[src/rtl/lhn_pipe_addsub_if.sv]
// lhn_pipe_addsub_if
// Operand/result bundle for the pipelined add/subtract unit.
//   in_valid / in_ready   : operand beat handshake (source -> unit)
//   mode                  : 0 = add, 1 = subtract (y is inverted)
//   carryin               : carry into bit 0
//   x, y                  : operands, WIDTH bits
//   out_valid / out_ready : result handshake (unit -> consumer)
//   s                     : result, WIDTH bits
//   carryout, overflow    : carry out of the MSB, signed overflow
//   zero                  : result equals zero
// The master modport is the operand source / result consumer side,
// the slave modport is the arithmetic unit itself.
interface lhn_pipe_addsub_if #(
  parameter int WIDTH = 7
);
  logic             in_valid;
  logic             in_ready;
  logic             mode;
  logic             carryin;
  logic [WIDTH-1:0] x;
  logic [WIDTH-1:0] y;
  logic             out_valid;
  logic             out_ready;
  logic [WIDTH-1:0] s;
  logic             carryout;
  logic             overflow;
  logic             zero;

  modport master (
    output in_valid, mode, carryin, x, y, out_ready,
    input  in_ready, out_valid, s, carryout, overflow, zero
  );

  modport slave (
    input  in_valid, mode, carryin, x, y, out_ready,
    output in_ready, out_valid, s, carryout, overflow, zero
  );
endinterface

[src/rtl/lhn_pipe_addsub.sv]
// lhn_pipe_addsub
// Pipelined add/subtract unit. The operand width is cut into STAGES
// carry chunks of CHUNK = ceil(WIDTH/STAGES) bits; each stage ripples one
// chunk and registers it together with its carry, so the critical path
// is one chunk wide rather than WIDTH wide.
// Ports:
//   clk      : rising-edge clock
//   reset_n  : asynchronous active-low reset, discards all in-flight beats
//   bus      : lhn_pipe_addsub_if.slave, operand and result handshakes
// Result {carryout, s} = x + (mode ? ~y : y) + carryin. Latency is STAGES
// cycles, throughput one beat per cycle, and a stalled output freezes the
// entire pipe.
module lhn_pipe_addsub #(
  parameter int WIDTH  = 7,
  parameter int STAGES = 1
) (
  input  logic             clk,
  input  logic             reset_n,
  lhn_pipe_addsub_if.slave bus
);

  // Guard the divide so an illegal STAGES reaches the elaboration error
  // below instead of a divide-by-zero.
  localparam int SAFE_STAGES = (STAGES < 1) ? 1 : STAGES;
  localparam int CHUNK       = (WIDTH + SAFE_STAGES - 1) / SAFE_STAGES;

  if (WIDTH < 1 || STAGES < 1 || STAGES > WIDTH) begin : g_badParams
    $error("lhn_pipe_addsub: STAGES must lie in 1..WIDTH and WIDTH must be at least 1");
  end

  logic             w_adv;
  logic [WIDTH-1:0] w_xIn    [STAGES];
  logic [WIDTH-1:0] w_yyIn   [STAGES];
  logic [WIDTH-1:0] w_sumIn  [STAGES];
  logic [WIDTH-1:0] w_sumOut [STAGES];
  logic             w_cin    [STAGES];
  logic             w_cout   [STAGES];
  logic             w_vIn    [STAGES];
  logic             w_ovf;
  logic             w_zero;

  logic [WIDTH-1:0] r_x      [STAGES];
  logic [WIDTH-1:0] r_yy     [STAGES];
  logic [WIDTH-1:0] r_sum    [STAGES];
  logic             r_carry  [STAGES];
  logic             r_valid  [STAGES];
  logic             r_ovf;
  logic             r_zero;

  // The whole pipe moves as one; a held result blocks every stage.
  assign w_adv        = !r_valid[STAGES-1] || bus.out_ready;
  assign bus.in_ready = w_adv;

  for (genvar k = 0; k < STAGES; k++) begin : g_stage
    localparam int LO = k * CHUNK;
    localparam int HI = ((k + 1) * CHUNK < WIDTH) ? (k + 1) * CHUNK - 1 : WIDTH - 1;

    // Operands travel alongside the partial sum, so the bits a stage needs
    // arrive delayed by exactly k registers.
    if (k == 0) begin : g_first
      assign w_xIn[k]   = bus.x;
      assign w_yyIn[k]  = bus.mode ? ~bus.y : bus.y;
      assign w_sumIn[k] = '0;
      assign w_cin[k]   = bus.carryin;
      assign w_vIn[k]   = bus.in_valid && w_adv;
    end else begin : g_next
      assign w_xIn[k]   = r_x[k-1];
      assign w_yyIn[k]  = r_yy[k-1];
      assign w_sumIn[k] = r_sum[k-1];
      assign w_cin[k]   = r_carry[k-1];
      assign w_vIn[k]   = r_valid[k-1];
    end

    if (LO < WIDTH) begin : g_chunk
      localparam int CW = HI - LO + 1;
      logic [CW:0] w_chunk;

      assign w_chunk = {1'b0, w_xIn[k][HI:LO]} + {1'b0, w_yyIn[k][HI:LO]}
                     + (CW + 1)'(w_cin[k]);
      // Bits above this chunk are still zero in the partial sum, so the
      // new chunk can simply be OR-ed into place.
      assign w_sumOut[k] = w_sumIn[k] | (WIDTH'(w_chunk[CW-1:0]) << LO);
      assign w_cout[k]   = w_chunk[CW];
    end else begin : g_empty
      // Rounding CHUNK up can leave trailing stages with no bits at all;
      // they only delay the sum and carry by one register.
      assign w_sumOut[k] = w_sumIn[k];
      assign w_cout[k]   = w_cin[k];
    end
  end

  // Flags are formed from the finished sum entering the last register so
  // they are registered together with s.
  assign w_ovf  = (w_xIn[STAGES-1][WIDTH-1] == w_yyIn[STAGES-1][WIDTH-1])
               && (w_sumOut[STAGES-1][WIDTH-1] != w_xIn[STAGES-1][WIDTH-1]);
  assign w_zero = (w_sumOut[STAGES-1] == '0);

  // Data registers only load behind a valid beat, which keeps the last
  // result on the outputs while out_valid is low.
  always_ff @(posedge clk or negedge reset_n) begin
    if (!reset_n) begin
      for (int k = 0; k < STAGES; k++) begin
        r_x[k]     <= '0;
        r_yy[k]    <= '0;
        r_sum[k]   <= '0;
        r_carry[k] <= 1'b0;
        r_valid[k] <= 1'b0;
      end
      r_ovf  <= 1'b0;
      r_zero <= 1'b0;
    end else if (w_adv) begin
      for (int k = 0; k < STAGES; k++) begin
        r_valid[k] <= w_vIn[k];
        if (w_vIn[k]) begin
          r_x[k]     <= w_xIn[k];
          r_yy[k]    <= w_yyIn[k];
          r_sum[k]   <= w_sumOut[k];
          r_carry[k] <= w_cout[k];
        end
      end
      if (w_vIn[STAGES-1]) begin
        r_ovf  <= w_ovf;
        r_zero <= w_zero;
      end
    end
  end

  assign bus.out_valid = r_valid[STAGES-1];
  assign bus.s         = r_sum[STAGES-1];
  assign bus.carryout  = r_carry[STAGES-1];
  assign bus.overflow  = r_ovf;
  assign bus.zero      = r_zero;

endmodule

[src/flat_wrapper.sv]
// flat-port wrapper written by rule: the top's interface ports become plain ports
module lhn_pipe_addsub_flat 
#(
  parameter int WIDTH  = 7,
  parameter int STAGES = 1
)
  (clk, reset_n, bus_in_valid, bus_mode, bus_carryin, bus_x, bus_y, bus_out_ready, bus_in_ready, bus_out_valid, bus_s, bus_carryout, bus_overflow, bus_zero);
  lhn_pipe_addsub_if #(.WIDTH(WIDTH)) bus_i ();
  input  logic clk;
  input  logic reset_n;
  input wire logic [$bits(bus_i.in_valid)-1:0] bus_in_valid;
  input wire logic [$bits(bus_i.mode)-1:0] bus_mode;
  input wire logic [$bits(bus_i.carryin)-1:0] bus_carryin;
  input wire logic [$bits(bus_i.x)-1:0] bus_x;
  input wire logic [$bits(bus_i.y)-1:0] bus_y;
  input wire logic [$bits(bus_i.out_ready)-1:0] bus_out_ready;
  output wire logic [$bits(bus_i.in_ready)-1:0] bus_in_ready;
  output wire logic [$bits(bus_i.out_valid)-1:0] bus_out_valid;
  output wire logic [$bits(bus_i.s)-1:0] bus_s;
  output wire logic [$bits(bus_i.carryout)-1:0] bus_carryout;
  output wire logic [$bits(bus_i.overflow)-1:0] bus_overflow;
  output wire logic [$bits(bus_i.zero)-1:0] bus_zero;
  assign bus_i.in_valid = bus_in_valid;
  assign bus_i.mode = bus_mode;
  assign bus_i.carryin = bus_carryin;
  assign bus_i.x = bus_x;
  assign bus_i.y = bus_y;
  assign bus_i.out_ready = bus_out_ready;
  assign bus_in_ready = bus_i.in_ready;
  assign bus_out_valid = bus_i.out_valid;
  assign bus_s = bus_i.s;
  assign bus_carryout = bus_i.carryout;
  assign bus_overflow = bus_i.overflow;
  assign bus_zero = bus_i.zero;
  lhn_pipe_addsub #(.WIDTH(WIDTH), .STAGES(STAGES)) u_core (.clk(clk), .reset_n(reset_n), .bus(bus_i));
endmodule
[config.mk]
export PLATFORM = sky130hd
export DESIGN_NAME = lhn_pipe_addsub_flat
export DESIGN_NICKNAME = d
export VERILOG_FILES = /design/src/rtl/lhn_pipe_addsub_if.sv /design/src/rtl/lhn_pipe_addsub.sv /design/src/flat_wrapper.sv
export SDC_FILE = /design/constraint.sdc
export NUM_CORES = 1
export LEC_CHECK = 0
export ABC_AREA = 1
export CAP_MARGIN = 10
export CORE_AREA = 2 2 43 52
export DETAILED_ROUTE_END_ITERATION = 7
export DIE_AREA = 0 0 45 54
export GPL_ROUTABILITY_DRIVEN = 0
export PLACE_DENSITY = 0.8
export REMOVE_ABC_BUFFERS = 1
export SYNTH_ARGS = -nofsm -noshare
export SYNTH_HDL_FRONTEND = slang
export SYNTH_SLANG_ARGS = --single-unit
[constraint.sdc]
create_clock -name clk -period 2.3 [get_ports clk]
set_input_delay 0.46 -clock clk [delete_from_list [all_inputs] [get_ports clk]]
set_output_delay 0.46 -clock clk [all_outputs]
set_load 0.01 [all_outputs]
# Word-level counts from Yosys, hierarchy flattened
# Index checks and enable logic that the tools add are counted.
# word_totals
latch_bits	0
mem_bits_rw	0
input_bits	20
wordCells	17
romBits	0
ff_bits	11
out_inout_bits	12
memories	0
# classes
shifts	0
n_eq_ne	2
n_reduce_logical	6
muxes	1
addsub	2
n_div	0
multipliers	0
n_bitwise	1
n_lt_le_gt_ge	0
# ops
op	count
$add A7 B7 Y8	1
$add A8 B1 Y8	1
$logic_not A7 Y1	1
$mux W7	1
$not A7 Y7	1
$logic_and A1 B1 Y1	2
$reduce_and A2 Y1	1
$eq A1 B1 Y1	1
$logic_not A1 Y1	1
$logic_or A1 B1 Y1	1
$ne A1 B1 Y1	1

# Depth between registers and ports, before layout
# Gate-level depths: netlist of run 1.
# depth
depth_word	6
mapped_depth	12
ltp_nobuf	11

# Worst setup path after synthesis of run 1
# Ideal clock, no wire load.
# synth_timing
path_kind	in2reg
startpoint	input bus_mode
endpoint	register u_core.r_zero, in the netlist u_core.bus.zero
t_required_ns	2.183
stages	12
setup_time_ns	0.117
path_buffers	1
t_arrival_ns	2.111
setup_slack_ns	0.072
cell_sequence	buf_2 -> xor2_1 -> fa_1 -> fa_1 -> nand2_1 -> nand2_2 -> nand3_2 -> nand2_2 -> nand2_1 -> nand2_1 -> nand3_1 -> nand2_1
# synth_via
elab_chain_len	4
# synth_lines
item	line	source
start: declaration	flat_wrapper.sv:12	input wire logic [$bits(bus_i.mode)-1:0] bus_mode;
$mux W7	lhn_pipe_addsub.sv:62	assign w_yyIn[k] = bus.mode ? ~bus.y : bus.y;
$add A7 B7 Y8	lhn_pipe_addsub.sv:78	assign w_chunk = {1'b0, w_xIn[k][HI:LO]} + {1'b0, w_yyIn[k][HI:LO]}
$add A8 B1 Y8	lhn_pipe_addsub.sv:79	+ (CW + 1)'(w_cin[k]);
$logic_not A7 Y1	lhn_pipe_addsub.sv:96	assign w_zero = (w_sumOut[STAGES-1] == '0);
end signal: assignment	lhn_pipe_addsub.sv:123	r_zero <= w_zero;
end: declaration	lhn_pipe_addsub.sv:48	logic r_zero;
# Every way passes these cells.
# A chain may end at the register's enable or synchronous reset.

# Worst setup path in the final report of run 1
# layout_timing
startpoint	input bus_carryin
endpoint	register u_core.r_zero, in the netlist u_core.bus.zero
# layout_via
elab_chain_len	2
# layout_lines
item	line	source
start: declaration	flat_wrapper.sv:13	input wire logic [$bits(bus_i.carryin)-1:0] bus_carryin;
$add A8 B1 Y8	lhn_pipe_addsub.sv:79	
net u_core.g_stage[0].g_chunk.w_chunk[1]	lhn_pipe_addsub.sv:76	logic [CW:0] w_chunk;
$logic_not A7 Y1	lhn_pipe_addsub.sv:96	
# The timed path passes the listed nets, and every way through them passes these cells.

==> impl_metrics.py, run 1 <==
metrics = {
    "global_route": {
        "grt_pass1_wl_um": 3150,
        "grt_use_total": 0.174,
        "grt_pass1_vias": 818,
        "overflow": 0,
        "grt_max_degree": 13,
        "antenna_found_initial": 0,
    },
    "critical_path": {
        "end_kind": "flip-flop",
        "cp-start-kind": "primary input",
        "path_delay_family": "adder cells",
        "path_max_fanout": 2,
        "cpPeakStageDelay_ns": 0.48,
        "slowest_stage": "fa_2",
        "crit_chain": "clkdlybuf4s50_1, fa_2, fa_2, inv_2, nand3_1, nor2_1, nand2_1, nor2_1, nand3_1, nand2_1",
        "worstSetupPathType": "primary input to flip-flop",
        "path_buf_inv": 2,
        "critPathRequiredTime_ns": 2.50,
        "arrival_ns": 2.30,
    },
    "synthesis": {
        "synth_common_cells": "33 x nand2_1, 15 x inv_1, 11 x dfrtp_1, 11 x nand3_1, 7 x xor2_1",
        "synth_edf_count": 0,
        "yosysSeqAreaShare": 0.327,
        "synthMuxAreaShare": 0,
        "ys_types": 17,
        "synthXorXnorAreaFrac": 0.0729,
        "synth-compound-area-share": 0.0774,
        "synthTopCellsByArea": "dfrtp_1 33%, nand2_1 15%, ha_1 8.9%, xor2_1 7.3%, inv_1 6.7%",
        "ys_warn_count": 0,
        "synth-simple-area-share": 0.307,
        "synth_top_cell_by_area": "dfrtp_1",
        "async_flop_share": 1.00,
        "syn_area_per_cell_um2": 7.44,
        "synth_top_family_by_area": "simple AND/OR/NAND/NOR gates",
        "synthFlopType": "dfrtp_1",
        "synth_fa_ha_area_frac": 0.137,
        "ys_ff_latch": 11,
        "synth.most_common_cell": "nand2_1",
        "synth_top_area_frac": 0.327,
        "postSynthCellCount": 113,
        "syn_area_um2": 841,
    },
    "route": {
        "route.detailed.drc": 0,
        "vias": 852,
        "dr.pass1.iters": 4,
        "dr.first_iter.drc_count": 24,
        "ant_nets": 0,
        "routedWlPerCell_um": 11.4,
        "totalWireLength_um": 1960,
        "avgViaCountPerCell": 4.95,
    },
    "timing": {
        "timing.final.crit_share": 0.914,
        "setup_slack_ns": 0.199,
        "rsz0062_at_grt": "false",
        "fmax_mhz": 476,
        "final_max_slew_viol_count": 0,
        "max-slew-margin-rel": 0.687,
        "tightest_slew_ns": 0.468,
        "fin_crit_ns": 2.10,
        "hold_violations": 0,
        "skew_ns": 0.000656,
        "setup_viol": 0,
    },
    "placed_design": {
        "dp_hpwl_um": 1600,
        "portBuffers": 31,
        "post-place-ws_ns": -0.353,
    },
    "flow_run": {
        "maxCapViolations": 0,
    },
    "final_layout": {
        "final_util": 0.638,
        "drive_above_1_share": 0.125,
        "num_antenna_cells": 0,
        "areaGrowthSynthToFinish_pct": 50.4,
        "finalNetCount": 181,
    },
    "power": {
        "combPwrFrac": 0.494,
        "p_seq_frac": 0.340,
        "clockPowerShare": 0.167,
        "sw_frac_of_total": 0.343,
        "vdd_drop_max_uv": 283,
        "p_int_mw": 0.493,
        "power_switching_mw": 0.257,
        "power.density_nw_per_um2": 592,
        "p_leak_nw": 0.645,
    },
    "floorplanning": {
        "start_util": 0.424,
        "ios": 32,
        "die_w_um": 45,
        "dieArea_um2": 2430,
        "rows": 18,
        "core_um2": 1980,
        "dieHeight_um": 54,
    },
    "outcome": {
        "status": "finished, final reports clean",
    },
    "clock_tree": {
        "clk_pin_slew_ns": 0.07,
        "worstSkewPairLatency_ns": 0.26,
        "cts_sinks": 11,
        "cts_buffers": 3,
        "htreeDepth": 1,
        "hold_buffers": 0,
        "clock_path_buffers": 2,
        "cts_tree": "done",
        "cts_root_buffer": "clkbuf_4",
    },
    "min_path": {
        "hp-class": "flip-flop to flip-flop",
    },
}
-- placed cells by master (no fill, tap or decap), drive strengths merged --
cell type	netlist	routed
nor2	6	6
fa	2	2
dfrtp	11	11
nand2	36	36
clkdlybuf4s50	0	29
xor2	7	7
o21ai	5	5
a21oi	4	4
clkbuf	0	4
ha	6	6
buf	2	6
o21a	1	1
nand3b	2	2
inv	15	15
a31oi	2	2
nand4	2	2
dlymetal6s2s	0	2
nand3	12	12
-- registers in the layout (all words and copies together) (netlist names) --
signal	cells
u_core.bus.s	7
u_core.bus.carryout	1
u_core.bus.out_valid	1
u_core.bus.overflow	1
u_core.bus.zero	1
-- tightest hold or removal path, delay by kind of cell (launching register included) --
family,cells,cell delay [ns]
DFF,1,0.34
and+or+nand+nor,2,0.10
-- cells by family (layout without fill, tap and decap cells) --
logic type / after synthesis / after routing
buf+inv: 17 / 56
fa+ha+maj: 8 / 8
simple gates: 58 / 58
flops: 11 / 11
xor+xnor: 7 / 7
compound gates: 12 / 12
-- layout make-up --
type                    instances  area, µm²
clock buffers                   4       26.3
fillers                       170        717
inverters                      15       56.3
multi-input cells              85        522
flip-flops and latches         11        275
well taps                      20       25.0
repair buffers                 37        360
-- power groups by stage --
stage / Clock, mW / Sequential (mW) / Combinational [mW]
global route: 0.136 / 0.259 / 0.413
global placement: 0 / 0.255 / 0.343
floorplan: 0 / 0.276 / 0.162
finish: 0.125 / 0.254 / 0.370
CTS: 0.129 / 0.255 / 0.356
detailed placement: 0 / 0.258 / 0.354
-- path summary, 6_finish.rpt --
| path | start | endpoint | slack (ns) | cells past startpoint |
|---|---|---|---|---|
| min reg2reg | u_core.bus.carryout | u_core.bus.carryout | 0.48 | 2 |
| min | u_core.bus.carryout | u_core.bus.carryout | 0.48 | 2 |
| max reg2reg | u_core.bus.out_valid | u_core.bus.zero | 1.23 | 7 |
| min in group asynchronous | reset_n | u_core.bus.out_valid | 0.52 | 1 |
| max in group asynchronous | reset_n | u_core.bus.s[5] | 1.46 | 1 |
| max | bus_carryin | u_core.bus.zero | 0.20 | 10 |
-- stage by stage --
step / hold slack (ns) / cells / instance area, µm² / TNS, ns / power, mW
6_report: 0.479 / 172 / 1260 / 0 / 0.749
5_1_grt: 0.508 / 172 / 1260 / 0 / 0.808
4_1_cts: 0.483 / 171 / 1230 / 0 / 0.740
3_5_place_dp: 0.470 / 167 / 1200 / -1.31 / 0.612
3_3_place_gp: 0.465 / 167 / 1200 / -0.948 / 0.599
2_1_floorplan: 0.164 / 111 / 831 / 0 / 0.438
-- routing by layer --
layer  part of all wire  vias up  GRT usage
li1                   -      436          -
met5                  0        -          0
met1               0.41      389      0.185
met3              0.044        2     0.0101
met2               0.54       25      0.340
met4              0.013        0     0.0784
-- timing repair --
item,in CTS,in global routing
resized for setup,1,8
buffers inserted,0,1
pin swaps,0,5
endpoints found under the setup margin,3,4
Power figures use the tool's default switching activity.
==> run 2, diff against run 1 <==
CORE_AREA = 8 8 49 58   (was 2 2 43 52)
DIE_AREA = 0 0 57 66   (was 0 0 45 54)
==> impl_metrics.py, run 2 (same netlist as run 1, synthesis figures left out) <==
metrics = {
    "timing": {
        "skew_ns": 0.00247,
        "max-slew-margin-rel": 0.684,
        "fin_crit_ns": 2.13,
        "rsz0062_at_grt": "false",
        "setup_slack_ns": 0.174,
        "tightest_slew_ns": 0.472,
        "setup_viol": 0,
        "final_max_slew_viol_count": 0,
        "fmax_mhz": 470,
        "timing.final.crit_share": 0.924,
        "hold_violations": 0,
    },
    "floorplanning": {
        "ios": 32,
        "die_w_um": 57,
        "dieHeight_um": 66,
        "start_util": 0.424,
        "core_um2": 1980,
        "rows": 18,
        "dieArea_um2": 3760,
    },
    "placed_design": {
        "portBuffers": 31,
        "dp_hpwl_um": 1780,
        "post-place-ws_ns": -0.359,
    },
    "clock_tree": {
        "clock_path_buffers": 2,
        "cts_sinks": 11,
        "worstSkewPairLatency_ns": 0.26,
        "htreeDepth": 1,
        "clk_pin_slew_ns": 0.07,
        "cts_root_buffer": "clkbuf_4",
        "post_cts_buffers": 0,
        "hold_buffers": 0,
        "cts_buffers": 3,
        "cts_tree": "done",
    },
    "route": {
        "totalWireLength_um": 2070,
        "vias": 837,
        "route.detailed.drc": 0,
        "avgViaCountPerCell": 4.92,
        "dr.first_iter.drc_count": 22,
        "dr.pass1.iters": 6,
        "routedWlPerCell_um": 12.2,
        "ant_nets": 0,
    },
    "min_path": {
        "hp-class": "flip-flop to flip-flop",
    },
    "global_route": {
        "antenna_found_initial": 0,
        "grt_use_total": 0.117,
        "grt_pass1_vias": 860,
        "grt_max_degree": 13,
        "overflow": 0,
        "grt_pass1_wl_um": 3700,
        "use_met3": 0.0308,
        "met2_usage": 0.211,
        "grt.busiest_layer": "met2",
        "use_met1": 0.125,
    },
    "critical_path": {
        "arrival_ns": 2.28,
        "cp-start-kind": "primary input",
        "end_kind": "flip-flop",
        "critPathRequiredTime_ns": 2.46,
        "worstSetupPathType": "primary input to flip-flop",
        "path_max_fanout": 4,
    },
    "outcome": {
        "status": "finished, final reports clean",
    },
    "final_layout": {
        "n_fill_cell": 178,
        "num_antenna_cells": 0,
        "drive_above_1_share": 0.140,
        "final_cell_mix": "29 x nand2_1, 29 x clkdlybuf4s50_1, 15 x inv_1, 11 x dfrtp_1, 10 x nand3_1",
        "final_util": 0.638,
        "areaGrowthSynthToFinish_pct": 50.4,
        "finalNetCount": 179,
        "largest_reg_flops": 7,
    },
    "power": {
        "p_leak_nw": 0.637,
        "power.density_nw_per_um2": 589,
        "vdd_drop_max_uv": 250,
    },
    "flow_run": {
        "maxCapViolations": 0,
    },
}
## run 2: final cells by class
type	count	area, µm²	share of cell area
inverters	15	56.3	0.0445
multi-input cells	85	537	0.424
repair buffers	35	345	0.273
flip-flops and latches	11	275	0.218
well taps	20	25.0	0.0198
clock buffers	4	26.3	0.0208
## run 2: final timing paths
path / slack [ns] / cells after the start / startpoint / to
setup / recovery: 0.17 / 11 / bus_x[0] / u_core.bus.zero
hold / removal: 0.49 / 2 / u_core.bus.s[1] / u_core.bus.s[1]
setup reg to reg: 1.27 / 5 / u_core.bus.out_valid / u_core.bus.overflow
hold reg to reg: 0.49 / 2 / u_core.bus.s[1] / u_core.bus.s[1]
max in group asynchronous: 1.46 / 1 / reset_n / u_core.bus.s[3]
min in group asynchronous: 0.52 / 1 / reset_n / u_core.bus.s[4]
## run 2: report_power, final
group | internal, mW | leakage (nW) | switching (mW) | total, mW
logic | 0.185 | 0.489 | 0.180 | 0.365
registers | 0.233 | 0.133 | 0.0213 | 0.254
clock network | 0.0670 | 0.0150 | 0.0595 | 0.126
## run 2: worst max-delay path: stages
cell             delay [ns]
clkdlybuf4s50_1        0.43
fa_2                   0.42
fa_2                   0.44
nand2_2                0.09
nand2_2                0.06
nand3_2                0.07
nand2_2                0.07
nand2_2                0.07
nand2_2                0.05
nand3_2                0.06
nand2_1                0.05
## run 2: repair_timing
| item | CTS | global route |
|---|---|---|
| pin swaps | 0 | 4 |
| setup endpoints to repair | 3 | 4 |
| resized for setup | 3 | 11 |
## run 2: per-stage QoR
stage	instance area [µm²]	power, mW	setup TNS [ns]	instances	hold slack (ns)
floorplan	831	0.438	0	111	0.164
global placement	1200	0.598	-0.781	166	0.465
detailed placement	1200	0.610	-1.40	166	0.474
CTS	1220	0.740	0	170	0.491
global route	1260	0.819	0	170	0.536
finish	1260	0.746	0	170	0.485
## run 2: metal layers
| layer | vias to the layer above | wire length [µm] |
|---|---|---|
| met5 | - | 0 |
| met4 | 0 | 42 |
| li1 | 434 | - |
| met2 | 23 | 1050 |
| met3 | 6 | 117 |
| met1 | 374 | 854 |
